$ cat config.mk
export PLATFORM = sky130hd
export DESIGN_NAME = hazard_ctrl_flat
export DESIGN_NICKNAME = d
export VERILOG_FILES = /design/src/rtl/params_pkg.sv /design/src/rtl/hazard_ctrl_if.sv /design/src/rtl/hazard_ctrl_detect.sv /design/src/rtl/hazard_ctrl.sv /design/src/flat_wrapper.sv
export SDC_FILE = /design/constraint.sdc
export NUM_CORES = 1
export LEC_CHECK = 0
export CAP_MARGIN = 20
export CORE_MARGIN = 3
export CORE_UTILIZATION = 52
export DETAILED_ROUTE_END_ITERATION = 16
export PLACE_DENSITY_LB_ADDON = 0.1
export SYNTH_ARGS = -nofsm -noshare
export SYNTH_HDL_FRONTEND = slang
export SYNTH_HIERARCHICAL = 1
export SYNTH_SLANG_ARGS = --single-unit
$ cat constraint.sdc
create_clock -name clk_i -period 4.4 [get_ports clk_i]
set_clock_uncertainty 0.05 [all_clocks]
set_input_delay 0.44 -clock clk_i [delete_from_list [all_inputs] [get_ports clk_i]]
set_output_delay 0.44 -clock clk_i [all_outputs]
set_load 0.01 [all_outputs]
$ cat src/rtl/params_pkg.sv
// Shared pipeline parameters and the hazard controller state encoding.
package params_pkg;

  localparam int REGISTER_WIDTH = 5;

  typedef enum logic {
    RUN   = 1'b0,
    FLUSH = 1'b1
  } ctrl_state_t;

endpackage

$ cat src/rtl/hazard_ctrl_if.sv
// Pipeline-to-hazard-controller signal bundle; master is the pipeline, slave the controller.
interface hazard_ctrl_if #(
  parameter int REGISTER_WIDTH = params_pkg::REGISTER_WIDTH,
  parameter int CNT_WIDTH      = 32
);

  logic                      dec_valid_i;
  logic [REGISTER_WIDTH-1:0] dec_rs_a_i;
  logic [REGISTER_WIDTH-1:0] dec_rs_b_i;
  logic                      dec_uses_a_i;
  logic                      dec_uses_b_i;
  logic                      alu_valid_i;
  logic                      alu_is_load_i;
  logic                      alu_reg_wr_en_i;
  logic [REGISTER_WIDTH-1:0] alu_wr_reg_i;
  logic                      alu_branch_taken_i;
  logic                      alu_is_jump_i;
  logic                      mem_stall_i;

  logic                      fetch_stall_o;
  logic                      decode_stall_o;
  logic                      alu_stall_o;
  logic                      fetch_kill_o;
  logic                      decode_kill_o;
  logic                      alu_kill_o;
  logic                      pc_redirect_o;
  logic [CNT_WIDTH-1:0]      stall_cnt_o;
  logic [CNT_WIDTH-1:0]      flush_cnt_o;

  modport master (
    output dec_valid_i, dec_rs_a_i, dec_rs_b_i, dec_uses_a_i, dec_uses_b_i,
           alu_valid_i, alu_is_load_i, alu_reg_wr_en_i, alu_wr_reg_i,
           alu_branch_taken_i, alu_is_jump_i, mem_stall_i,
    input  fetch_stall_o, decode_stall_o, alu_stall_o, fetch_kill_o,
           decode_kill_o, alu_kill_o, pc_redirect_o, stall_cnt_o, flush_cnt_o
  );

  modport slave (
    input  dec_valid_i, dec_rs_a_i, dec_rs_b_i, dec_uses_a_i, dec_uses_b_i,
           alu_valid_i, alu_is_load_i, alu_reg_wr_en_i, alu_wr_reg_i,
           alu_branch_taken_i, alu_is_jump_i, mem_stall_i,
    output fetch_stall_o, decode_stall_o, alu_stall_o, fetch_kill_o,
           decode_kill_o, alu_kill_o, pc_redirect_o, stall_cnt_o, flush_cnt_o
  );

endinterface

$ cat src/rtl/hazard_ctrl_detect.sv
// Combinational load-use comparator between the ALU-stage load and the decode sources.
module hazard_detect
  import params_pkg::*;
#(
  parameter int REGISTER_WIDTH = params_pkg::REGISTER_WIDTH
) (
  input  logic                      alu_valid_i,
  input  logic                      alu_is_load_i,
  input  logic                      alu_reg_wr_en_i,
  input  logic [REGISTER_WIDTH-1:0] alu_wr_reg_i,
  input  logic                      dec_valid_i,
  input  logic                      dec_uses_a_i,
  input  logic                      dec_uses_b_i,
  input  logic [REGISTER_WIDTH-1:0] dec_rs_a_i,
  input  logic [REGISTER_WIDTH-1:0] dec_rs_b_i,
  output logic                      load_use_o
);

  logic load_in_alu;
  logic src_match;

  // r0 is compared like any other register
  assign load_in_alu = alu_valid_i & alu_is_load_i & alu_reg_wr_en_i & dec_valid_i;
  assign src_match   = (dec_uses_a_i & (dec_rs_a_i == alu_wr_reg_i)) |
                       (dec_uses_b_i & (dec_rs_b_i == alu_wr_reg_i));
  assign load_use_o  = load_in_alu & src_match;

endmodule

$ cat src/rtl/hazard_ctrl.sv
// Pipeline hazard controller: load-use bubbles, branch/jump redirect with timed
// front-end flush, memory-stall freeze, and stall/flush performance counters.
//   state | meaning
//   RUN   | normal issue, load-use detection active
//   FLUSH | fetch output killed while fcnt counts down the in-flight fetches
module hazard_ctrl
  import params_pkg::*;
#(
  parameter int REGISTER_WIDTH = params_pkg::REGISTER_WIDTH,
  parameter int FLUSH_CYCLES   = 1,
  parameter int CNT_WIDTH      = 32
) (
  input  logic          clk_i,
  input  logic          rst_i,
  hazard_ctrl_if.slave  hz
);

  localparam logic [3:0] FLUSH_LOAD = 4'(FLUSH_CYCLES);

  ctrl_state_t          state_q, state_d;
  logic [3:0]           fcnt_q, fcnt_d;
  logic [CNT_WIDTH-1:0] stall_cnt_q, stall_cnt_d;
  logic [CNT_WIDTH-1:0] flush_cnt_q, flush_cnt_d;

  logic load_use_raw;
  logic redirect;
  logic load_use;
  logic stall_evt;

  hazard_detect #(.REGISTER_WIDTH(REGISTER_WIDTH)) u_detect (
    .alu_valid_i     (hz.alu_valid_i),
    .alu_is_load_i   (hz.alu_is_load_i),
    .alu_reg_wr_en_i (hz.alu_reg_wr_en_i),
    .alu_wr_reg_i    (hz.alu_wr_reg_i),
    .dec_valid_i     (hz.dec_valid_i),
    .dec_uses_a_i    (hz.dec_uses_a_i),
    .dec_uses_b_i    (hz.dec_uses_b_i),
    .dec_rs_a_i      (hz.dec_rs_a_i),
    .dec_rs_b_i      (hz.dec_rs_b_i),
    .load_use_o      (load_use_raw)
  );

  // Priority: memory stall, then redirect, then load-use (RUN only)
  assign redirect  = ~hz.mem_stall_i & (hz.alu_branch_taken_i | hz.alu_is_jump_i);
  assign load_use  = ~hz.mem_stall_i & ~redirect & (state_q == RUN) & load_use_raw;
  assign stall_evt = hz.mem_stall_i | load_use;

  always_ff @(posedge clk_i or posedge rst_i) begin
    if (rst_i) begin
      state_q     <= RUN;
      fcnt_q      <= 4'd0;
      stall_cnt_q <= '0;
      flush_cnt_q <= '0;
    end else begin
      state_q     <= state_d;
      fcnt_q      <= fcnt_d;
      stall_cnt_q <= stall_cnt_d;
      flush_cnt_q <= flush_cnt_d;
    end
  end

  always_comb begin
    state_d = state_q;
    fcnt_d  = fcnt_q;
    if (!hz.mem_stall_i) begin
      if (redirect) begin
        if (FLUSH_CYCLES > 0) begin
          state_d = FLUSH;
          fcnt_d  = FLUSH_LOAD;
        end
      end else if (state_q == FLUSH) begin
        fcnt_d = fcnt_q - 4'd1;
        if (fcnt_q <= 4'd1) begin
          state_d = RUN;
        end
      end
    end
    stall_cnt_d = stall_cnt_q + {{(CNT_WIDTH-1){1'b0}}, stall_evt};
    flush_cnt_d = flush_cnt_q + {{(CNT_WIDTH-1){1'b0}}, redirect};
  end

  always_comb begin
    hz.fetch_stall_o  = 1'b0;
    hz.decode_stall_o = 1'b0;
    hz.alu_stall_o    = 1'b0;
    hz.fetch_kill_o   = 1'b0;
    hz.decode_kill_o  = 1'b0;
    hz.alu_kill_o     = 1'b0;
    hz.pc_redirect_o  = 1'b0;
    if (!rst_i) begin
      if (hz.mem_stall_i) begin
        hz.fetch_stall_o  = 1'b1;
        hz.decode_stall_o = 1'b1;
        hz.alu_stall_o    = 1'b1;
      end else if (redirect) begin
        hz.pc_redirect_o  = 1'b1;
        hz.decode_kill_o  = 1'b1;
        hz.alu_kill_o     = 1'b1;
      end else if (state_q == FLUSH) begin
        hz.fetch_kill_o   = 1'b1;
      end else if (load_use) begin
        hz.fetch_stall_o  = 1'b1;
        hz.decode_stall_o = 1'b1;
        hz.alu_kill_o     = 1'b1;
      end
    end
  end

  assign hz.stall_cnt_o = stall_cnt_q;
  assign hz.flush_cnt_o = flush_cnt_q;

endmodule

$ cat src/flat_wrapper.sv
// flat-port wrapper written by rule: the top's interface ports become plain ports
module hazard_ctrl_flat import params_pkg::*;
#(
  parameter int REGISTER_WIDTH = params_pkg::REGISTER_WIDTH,
  parameter int FLUSH_CYCLES   = 1,
  parameter int CNT_WIDTH      = 32
)
  (clk_i, rst_i, hz_dec_valid_i, hz_dec_rs_a_i, hz_dec_rs_b_i, hz_dec_uses_a_i, hz_dec_uses_b_i, hz_alu_valid_i, hz_alu_is_load_i, hz_alu_reg_wr_en_i, hz_alu_wr_reg_i, hz_alu_branch_taken_i, hz_alu_is_jump_i, hz_mem_stall_i, hz_fetch_stall_o, hz_decode_stall_o, hz_alu_stall_o, hz_fetch_kill_o, hz_decode_kill_o, hz_alu_kill_o, hz_pc_redirect_o, hz_stall_cnt_o, hz_flush_cnt_o);
  hazard_ctrl_if #(.REGISTER_WIDTH(REGISTER_WIDTH), .CNT_WIDTH(CNT_WIDTH)) hz_i ();
  input  logic clk_i;
  input  logic rst_i;
  input wire logic [$bits(hz_i.dec_valid_i)-1:0] hz_dec_valid_i;
  input wire logic [$bits(hz_i.dec_rs_a_i)-1:0] hz_dec_rs_a_i;
  input wire logic [$bits(hz_i.dec_rs_b_i)-1:0] hz_dec_rs_b_i;
  input wire logic [$bits(hz_i.dec_uses_a_i)-1:0] hz_dec_uses_a_i;
  input wire logic [$bits(hz_i.dec_uses_b_i)-1:0] hz_dec_uses_b_i;
  input wire logic [$bits(hz_i.alu_valid_i)-1:0] hz_alu_valid_i;
  input wire logic [$bits(hz_i.alu_is_load_i)-1:0] hz_alu_is_load_i;
  input wire logic [$bits(hz_i.alu_reg_wr_en_i)-1:0] hz_alu_reg_wr_en_i;
  input wire logic [$bits(hz_i.alu_wr_reg_i)-1:0] hz_alu_wr_reg_i;
  input wire logic [$bits(hz_i.alu_branch_taken_i)-1:0] hz_alu_branch_taken_i;
  input wire logic [$bits(hz_i.alu_is_jump_i)-1:0] hz_alu_is_jump_i;
  input wire logic [$bits(hz_i.mem_stall_i)-1:0] hz_mem_stall_i;
  output wire logic [$bits(hz_i.fetch_stall_o)-1:0] hz_fetch_stall_o;
  output wire logic [$bits(hz_i.decode_stall_o)-1:0] hz_decode_stall_o;
  output wire logic [$bits(hz_i.alu_stall_o)-1:0] hz_alu_stall_o;
  output wire logic [$bits(hz_i.fetch_kill_o)-1:0] hz_fetch_kill_o;
  output wire logic [$bits(hz_i.decode_kill_o)-1:0] hz_decode_kill_o;
  output wire logic [$bits(hz_i.alu_kill_o)-1:0] hz_alu_kill_o;
  output wire logic [$bits(hz_i.pc_redirect_o)-1:0] hz_pc_redirect_o;
  output wire logic [$bits(hz_i.stall_cnt_o)-1:0] hz_stall_cnt_o;
  output wire logic [$bits(hz_i.flush_cnt_o)-1:0] hz_flush_cnt_o;
  assign hz_i.dec_valid_i = hz_dec_valid_i;
  assign hz_i.dec_rs_a_i = hz_dec_rs_a_i;
  assign hz_i.dec_rs_b_i = hz_dec_rs_b_i;
  assign hz_i.dec_uses_a_i = hz_dec_uses_a_i;
  assign hz_i.dec_uses_b_i = hz_dec_uses_b_i;
  assign hz_i.alu_valid_i = hz_alu_valid_i;
  assign hz_i.alu_is_load_i = hz_alu_is_load_i;
  assign hz_i.alu_reg_wr_en_i = hz_alu_reg_wr_en_i;
  assign hz_i.alu_wr_reg_i = hz_alu_wr_reg_i;
  assign hz_i.alu_branch_taken_i = hz_alu_branch_taken_i;
  assign hz_i.alu_is_jump_i = hz_alu_is_jump_i;
  assign hz_i.mem_stall_i = hz_mem_stall_i;
  assign hz_fetch_stall_o = hz_i.fetch_stall_o;
  assign hz_decode_stall_o = hz_i.decode_stall_o;
  assign hz_alu_stall_o = hz_i.alu_stall_o;
  assign hz_fetch_kill_o = hz_i.fetch_kill_o;
  assign hz_decode_kill_o = hz_i.decode_kill_o;
  assign hz_alu_kill_o = hz_i.alu_kill_o;
  assign hz_pc_redirect_o = hz_i.pc_redirect_o;
  assign hz_stall_cnt_o = hz_i.stall_cnt_o;
  assign hz_flush_cnt_o = hz_i.flush_cnt_o;
  hazard_ctrl #(.REGISTER_WIDTH(REGISTER_WIDTH), .FLUSH_CYCLES(FLUSH_CYCLES), .CNT_WIDTH(CNT_WIDTH)) u_core (.clk_i(clk_i), .rst_i(rst_i), .hz(hz_i));
endmodule
== Yosys cells after proc, flatten, opt, wreduce, memory -nomap -nowiden ==
Cells that the tools add are included.
Operators by class
  reduce and logical (&&, ||, !) cells: 2
  eq/ne operators: 2
  bitwise logic cells: 16
  mux-type cells: 22
  magnitude comparators: 1
  add/sub/neg operators: 3
Operators by type and width (number)
  32-bit by 1-bit adder with 32-bit output: 2
  1-bit two-way mux: 20
  1-bit AND: 10
  5-bit == test: 2
  4-bit two-way mux: 2
  4-bit by 1-bit less-or-equal comparator with 1-bit output (second input constant): 1
  4-bit by 1-bit subtractor with 4-bit output (second input constant): 1
  1-bit NOT: 3
  1-bit OR: 3
  2-bit AND reduction: 1
  2-bit nonzero test: 1
Word-level totals
  output and inout bits: 71
  logic and storage cells: 50
  bits in registers: 69

== Logic depth before layout (Yosys ltp) ==
Gate-level depths: netlist of the first run.
  depth after elaboration: 11
  depth in mapped cells: 12

== Cells and area by module ==
Netlist of the first run, hierarchy kept.
Modules (own cells, without submodules)
  hazard_ctrl: cells an instance 299, sequential area each 1726.7 sq um, area an instance 3290.7 sq um, times used 1
  hazard_detect: cells an instance 16, sequential area each 0.0 sq um, area an instance 125.1 sq um, times used 1

== Worst setup path before layout of the first run ==
OpenSTA, ideal clock, no wires.
  kind: input port to output port
  start: input port rst_i
  end: output port hz_fetch_stall_o
  data arrival time: 2382 ps
  stages on the path: 3
  required time: 3910 ps
  path buffers: 1
  slack: 1528 ps
  cell sequence: inv_1 > and2_1 > buf_4
Between the ends
  cells in the longest elaborated chain, start to end: 1
RTL lines
  start, declared: RTL line flat_wrapper.sv:11  | input logic rst_i;
  1-bit two-way mux
  end, declared: RTL line flat_wrapper.sv:24  | output wire logic [$bits(hz_i.fetch_stall_o)-1:0] hz_fetch_stall_o;
No other way between the ends.

== Final worst setup path of the first run ==
  start: input port hz_alu_wr_reg_i[1]
  end: register u_core.stall_cnt_q[26] (netlist: u_core/hz.stall_cnt_o[26])
Between the ends
  cells in the longest elaborated chain, start to end: 7
  elaborated cells on any way between the ends: 9
RTL lines
  start, declared: RTL line flat_wrapper.sv:20  | input wire logic [$bits(hz_i.alu_wr_reg_i)-1:0] hz_alu_wr_reg_i;
  5-bit == test (on tied branches): RTL line hazard_ctrl_detect.sv:24, hazard_ctrl_detect.sv:25
  1-bit AND (on tied branches): RTL line hazard_ctrl_detect.sv:24, hazard_ctrl_detect.sv:25
  1-bit OR (*): RTL line hazard_ctrl_detect.sv:24  | assign src_match = (dec_uses_a_i & (dec_rs_a_i == alu_wr_reg_i)) |
  1-bit AND (*): RTL line hazard_ctrl_detect.sv:26  | assign load_use_o = load_in_alu & src_match;
  named net u_core.load_use_raw: RTL line hazard_ctrl.sv:25  | logic load_use_raw;
  1-bit AND (*): RTL line hazard_ctrl.sv:45  | assign load_use = ~hz.mem_stall_i & ~redirect & (state_q == RUN) & load_use_raw;
  1-bit OR (*): RTL line hazard_ctrl.sv:46  | assign stall_evt = hz.mem_stall_i | load_use;
  32-bit by 1-bit adder with 32-bit output (*): RTL line hazard_ctrl.sv:78  | stall_cnt_d = stall_cnt_q + {{(CNT_WIDTH-1){1'b0}}, stall_evt};
  named net u_core.stall_cnt_d[26]: RTL line hazard_ctrl.sv:22  | logic [CNT_WIDTH-1:0] stall_cnt_q, stall_cnt_d;
  end signal, assigned: RTL line hazard_ctrl.sv:57  | stall_cnt_q <= stall_cnt_d;
  end, declared: RTL line hazard_ctrl.sv:22
Mark *: on every way through the listed nets, which the timed path passes. The rest lies on a longest branch.
A chain may end at the register's enable or synchronous reset.

==> metrics.txt, run 1 <==
1st-pass router iterations 4; slew margin rel. 0.434; Die H around 87 µm; Leak about 1.9 nW; unrepaired setup endpoints after global routing no; Synth cell types 34; share of flip-flops with an asynchronous set or reset 1.00; Post-CTS Resized 0; Layout fillers roughly 430; Final ANT Viol Nets 0; fmax 320 MHz; WL/cell 15.5 µm; Yosys top cell by area dfrtp_1; TNS Setup 0 ns; Via Count 2773; clk sink count 69; first-pass GRT wire length 13000 µm; CTS Buf Count 9; number of synthesis warnings 6; port bufs 96; # hold bufs at CTS 0; EDFF count, synth 0; synthesized area between 0.003 and 0.004 mm²; maximum root-to-sink buffer count 2; PD cells between 300 and 400 mW/mm²; die area about 0.0076 mm²; area delta synth->final 34.8%; Yosys top cell area share 0.505; fraction of layout cells with a size suffix above 1 0.0694; CP Class in -> reg; vias in the first global route ~2800; # IOs 97; Avg Cell Area, Syn between 10 and 15 µm²; Worst-Skew Late Latency between 0.3 and 0.4 ns; # setup viols final 0; CTS Root Cell clkbuf_8; Reg clk slew, reported paths around 0.08 ns; largest net degree at the start of global routing 70; Core Util, Final 0.751; Peak VDD IR between 0.3 and 0.4 mV; residual DRC count 0; WL final roughly 7700 µm; grt total ovfl 0; sequential-to-total area share from yosys stat 0.505; status complete, no violations; max-cap viol count 0; max-slew violation count 0; fin crit period roughly 3.1 ns; DRT iter0 DRCs 148; Main synth FF type dfrtp_1; Placer Congestion about 0.78; Req. time, crit path 4.57 ns; initial antenna violation count 0; CTS H-Tree Depth 3; Post-CTS Setup Inserts 0; final worst-path cycle share 0.711; Crit. End Element register; net count after synthesis 347; fin nets 445; crit-path max FO 12; number of vias per cell about 5.6; Hold Vio Cnt, Final 0; CTS tree yes; worst hold path type reg -> reg; FP Rows 28; antenna cell count 0; CP arrival between 3 and 4 ns; dominant cells by area after synthesis dfrtp_1 (51%), xnor2_1 (16%), nand4_1 (5.5%); Synth Register Bits 69; initial core utilization 0.557; Die Width about 87 µm; Gate Count Post-Synth 315; CP Launch Type input pin; GR Util All Layers 0.217; Worst-Margin Slew between 0.8 and 0.9 ns; dpl hpwl about 5400 µm; Placeable Area slightly above 0.006 mm²
## layout make-up
cell class	count	area, µm²	area share
flip-flops and latches	69	1730	0.375
inverters	8	30.0	0.00652
repair buffers	97	968	0.210
clock buffers	12	145	0.0315
multi-input cells	228	1590	0.346
well taps	75	93.8	0.0204
clock inverters	4	47.5	0.0103
## Yosys cell counts, types with 2 or more instances
cell type	instances
dfrtp_1	69
xnor2_1	62
nand3_1	31
nand4_1	30
nand2_1	18
nor2_1	17
and3_1	14
inv_1	8
xor2_1	8
o21ai_0	7
ha_1	6
and4_1	5
buf_4	5
and2_1	4
nor3_1	4
nor4_2	4
buf_2	3
nand3_4	2
nor2b_1	2
nor3_2	2
## logic make-up (layout without fill, tap and decap cells)
family,Yosys count,in the layout,synth area share
simple gates,141,141,0.247
buf+inv,18,121,0.0286
compound gates,11,11,0.0179
fa+ha+maj,6,6,0.0220
flops,69,69,0.505
xor+xnor,70,70,0.179
## registers in the layout (all words and copies together), names as in the netlist
name	flops
u_core/fcnt_q	4
u_core/hz.flush_cnt_o	32
u_core/hz.stall_cnt_o	32
u_core/state_q	1
## layer usage
layer  global-route usage  vias up  routed length [µm]
li1                     -     1295                   -
met4               0.0722        0                  66
met1                0.284     1356                3210
met5                    0        -                   0
met2                0.347      115                3820
met3               0.0634        7                 563
## final timing paths
check,slack [ns],end,start,cells past startpoint
max in group asynchronous,2.99,u_core/fcnt_q[0],rst_i,3
min in group asynchronous,0.75,u_core/fcnt_q[1],rst_i,3
min reg2reg,0.43,u_core/hz.stall_cnt_o[31],u_core/hz.stall_cnt_o[31],1
min,0.43,u_core/hz.stall_cnt_o[31],u_core/hz.stall_cnt_o[31],1
max,1.27,u_core/hz.stall_cnt_o[26],hz_alu_wr_reg_i[1],12
max reg2reg,1.90,u_core/hz.stall_cnt_o[26],u_core/state_q,8
## cell usage in the layout (no fill, tap or decap), types with 2 or more instances in the layout
cell / synthesis / final
clkdlybuf4s50_1: 0 / 96
dfrtp_1: 69 / 69
xnor2_1: 62 / 62
nand3_1: 31 / 31
nand4_1: 30 / 30
nand2_1: 18 / 18
nor2_1: 17 / 17
and3_1: 14 / 14
clkbuf_8: 0 / 10
xor2_1: 8 / 8
inv_1: 8 / 7
o21ai_0: 7 / 7
ha_1: 6 / 6
and4_1: 5 / 5
nor4_2: 4 / 4
and2_1: 4 / 4
nor3_1: 4 / 4
clkinv_2: 0 / 2
clkbuf_1: 1 / 2
nand3_4: 2 / 2
nor3_2: 2 / 2
nor2b_1: 2 / 2
## stage by stage
stage | instances | worst slack, ns | hold slack (ns) | cell area (µm²) | power [W]
6_report | 493 | 1.27 | 0.430 | 4600 | 0.00164
5_1_grt | 493 | 0.982 | 0.447 | 4600 | 0.00173
4_1_cts | 493 | 1.33 | 0.433 | 4600 | 0.00166
3_3_place_gp | 477 | 1.10 | 0.412 | 4410 | 0.00114
3_5_place_dp | 477 | 0.984 | 0.424 | 4410 | 0.00115
2_1_floorplan | 315 | 1.53 | 0.414 | 3420 | 0.000952
## power breakdown
group          switching (W)  internal [W]
logic               0.000140      0.000189
clock network       0.000229      0.000276
registers           0.000101      0.000706
total               0.000471       0.00117
## worst max-delay path: stages
cell	delay [ns]
clkdlybuf4s50_1	0.52
xnor2_1	0.13
nand4_1	0.12
o22ai_1	0.16
nor2b_1	0.20
a21o_1	0.16
ha_1	0.21
ha_1	0.25
nand3_1	0.09
nor2_1	0.62
nand4_1	0.22
xnor2_1	0.18
(Power assumes the default switching activity.)
==> run 2: changes to the inputs <==
--- a/config.mk
+++ b/config.mk
@@ -7,7 +7,7 @@
 export LEC_CHECK = 0
 export CAP_MARGIN = 20
 export CORE_MARGIN = 3
-export CORE_UTILIZATION = 52
+export CORE_UTILIZATION = 48
 export DETAILED_ROUTE_END_ITERATION = 16
 export PLACE_DENSITY_LB_ADDON = 0.1
 export SYNTH_ARGS = -nofsm -noshare
==> constraint.sdc (replaced) <==
create_clock -name clk_i -period 2.9 [get_ports clk_i]
set_clock_uncertainty 0.05 [all_clocks]
set_input_delay 0.29 -clock clk_i [delete_from_list [all_inputs] [get_ports clk_i]]
set_output_delay 0.29 -clock clk_i [all_outputs]
set_load 0.01 [all_outputs]
==> run 2 against run 1 <==
  * First-iteration DRC count decreased by 30%
  * Routed wire length decreased by 2.9%
  * Critical path depth decreased by 4
  * Count of clock-buffer cells in the layout decreased by 1
  * Clock power increased by 29%
  * Die area increased by 7.7%
  * Final area increased by 0.49%
  * Non-clock buffer count increased by 4
  * Core utilization decreased by 7.4 points
  * Via count decreased by 0.94%
  * Setup slack got worse by 0.94 ns
  * Largest cell class unchanged
  * Sequential cell count unchanged
==> metrics.txt, run 2 (synthesis results as in run 1) <==
status complete, no violations (unchanged); CP Launch Point hz_alu_wr_reg_i[2] (was hz_alu_wr_reg_i[1]); first-pass GRT wire length 12900 µm (was 13000 µm); clock share of power 0.275 (was 0.308); Crit. End Element primary output (was register); Layout fillers 563 (was 428); CTS Root Cell clkbuf_8 (unchanged); max incr delay on CP 0.55 ns (was 0.62 ns); grt total ovfl 0 (unchanged); fraction of layout cells with a size suffix above 1 0.0782 (was 0.0694); # setup viols final 0 (unchanged); Worst-Margin Slew 0.852 ns (was 0.850 ns); hold_sp u_core/hz.flush_cnt_o[31] (was u_core/hz.stall_cnt_o[31]); CP most frequent cell clkdlybuf4s50_1; residual DRC count 0 (unchanged); area delta synth->final 35.4% (was 34.8%); WL final 7440 µm (was 7660 µm); die area 0.00816 mm² (was 0.00758 mm²); Die Width 90.4 µm (was 87.1 µm); dpl cells 502 (was 477); DRT iter0 DRCs 104 (was 148); power share of the combinational group 0.212 (was 0.201); FP Rows 30 (was 28); Final ANT Viol Nets 0 (unchanged); Post-CTS Setup Inserts 0 (unchanged); TNS Setup 0 ns (unchanged); Req. time, crit path 2.56 ns (was 4.57 ns); PD cells 514 mW/mm² (was 357 mW/mm²); CTS H-Tree Depth 3 (unchanged); Leak 1.90 nW (was 1.89 nW); largest net degree at the start of global routing 70 (unchanged); fmax around 390 MHz; final worst-path cycle share 0.886; # hold bufs at CTS 0 (unchanged); max-slew violation count 0 (unchanged); Post-CTS Resized 0 (unchanged); Switching Fraction 0.298 (was 0.287); Via Count 2747 (was 2773); cell internal pwr 0.00167 W (was 0.00117 W); area occupied by registers 0.00173 mm² (unchanged); Placer Congestion 0.786 (was 0.781); CP arrival 2.23 ns (was 3.30 ns); CTS Buf Count 9 (unchanged); 1st-pass router iterations 4 (unchanged); CP Launch Type input pin (unchanged); # IOs 97 (unchanged); clk sink count 69 (unchanged); unrepaired setup endpoints after global routing no (unchanged); port bufs 96 (unchanged); max-cap viol count 0 (unchanged); GR Util All Layers 0.189 (was 0.217); crit-path max FO 2 (was 12); Placeable Area 0.00683 mm² (was 0.00613 mm²); CTS tree yes (unchanged); commonest non-fill, non-tap cell in the layout clkdlybuf4s50_1 (unchanged); switching power 0.000709 W (was 0.000471 W); slowest cell on the critical path clkdlybuf4s50_1 (was nor2_1); worst hold path type reg -> reg (unchanged); number of vias per cell 5.30 (was 5.62); Hold Vio Cnt, Final 0 (unchanged); Reg clk slew, reported paths 0.08 ns (about the same); slew margin rel. 0.432 (was 0.434); Peak VDD IR 0.422 mV (was 0.317 mV); fin nets 449 (was 445); Worst-Skew Late Latency 0.34 ns (about the same); sequential power share 0.514 (was 0.492); cells along the critical path clkdlybuf4s50_1 > xnor2_1 > nand4_1 > o22ai_1 > nor2b_1 > a21o_1 > and2_1 > clkdlybuf4s50_1 (was clkdlybuf4s50_1 > xnor2_1 > nand4_1 > o22ai_1 > nor2b_1 > a21o_1 > ha_1 > ha_1 > nand3_1 > nor2_1 > nand4_1 > xnor2_1); initial core utilization 0.500 (was 0.557); fin cells 518 (was 493); vias in the first global route 2872 (was 2780); maximum root-to-sink buffer count 2 (unchanged); initial antenna violation count 0 (unchanged); CP Class in -> out (was in -> reg); area of the multi-input gates 0.00159 mm² (unchanged); hold_ws 0.423 ns (was 0.430 ns); antenna cell count 0 (unchanged); dpl hpwl 5430 µm (was 5390 µm); fin crit period 2.57 ns; most frequent cells in the layout clkdlybuf4s50_1 (96), dfrtp_1 (69), xnor2_1 (62), nand3_1 (31), nand4_1 (30) (unchanged); Core Util, Final 0.677 (was 0.751); Critical R2R Launch u_core/state_q (unchanged); total power draw 0.00238 W (was 0.00164 W); WL/cell 14.4 µm (was 15.5 µm); Die H 90.4 µm (was 87.1 µm)
-- run 2: final timing paths --
path                                              to  cells past startpoint  slack, ns
max                                 hz_fetch_stall_o                      8       0.33
min                        u_core/hz.flush_cnt_o[31]                      1       0.42
max reg2reg                u_core/hz.stall_cnt_o[24]                      9       0.90
min reg2reg                u_core/hz.flush_cnt_o[31]                      1       0.42
max in group asynchronous  u_core/hz.stall_cnt_o[30]                      3       1.64
min in group asynchronous             u_core/state_q                      3       0.60
-- run 2: power groups by stage --
stage          Clock, W  Sequential [W]  Combinational, W
6_report       0.000653         0.00122          0.000503
5_1_grt        0.000718         0.00125          0.000559
4_1_cts        0.000674         0.00122          0.000512
3_5_place_dp          0         0.00124          0.000508
3_3_place_gp          0         0.00123          0.000494
2_1_floorplan         0         0.00125          0.000193
-- run 2: per-stage QoR --
stage	cell area, µm²	worst slack (ns)
2_1_floorplan	3420	0.328
4_1_cts	4630	0.314
5_1_grt	4630	0.172
3_5_place_dp	4470	0.131
6_report	4630	0.331
3_3_place_gp	4470	0.174
-- run 2: area by class of cell --
cell class,instances,area share
Clock buffer,11,0.0284
Sequential cell,69,0.373
Tap cell,96,0.0260
Multi-Input combinational cell,228,0.344
Timing Repair Buffer,101,0.216
Clock inverter,5,0.00595
Inverter,8,0.00649
-- run 2: critical path: cells and delay by family --
family	cells	cell delay, ns
buffers and inverters	2	1.06
XOR/XNOR	1	0.13
AND/OR/NAND/NOR	3	0.45
AO/OA/AOI/OAI	2	0.29
-- run 2: per-layer routing --
metal  wire (µm)  GRT usage
met5           0          0
met2        3660      0.322
met1        3310      0.241
met3         431     0.0475
met4          36     0.0485
==> run 3: changes to the inputs <==
--- a/config.mk
+++ b/config.mk
@@ -5,11 +5,11 @@
 export SDC_FILE = /design/constraint.sdc
 export NUM_CORES = 1
 export LEC_CHECK = 0
-export CAP_MARGIN = 20
 export CORE_MARGIN = 3
 export CORE_UTILIZATION = 48
 export DETAILED_ROUTE_END_ITERATION = 16
 export PLACE_DENSITY_LB_ADDON = 0.1
+export SLEW_MARGIN = 20
 export SYNTH_ARGS = -nofsm -noshare
 export SYNTH_HDL_FRONTEND = slang
 export SYNTH_HIERARCHICAL = 1
==> results of run 3 <==
Same layout as run 2: the final DEF is identical, and so are final timing and power.
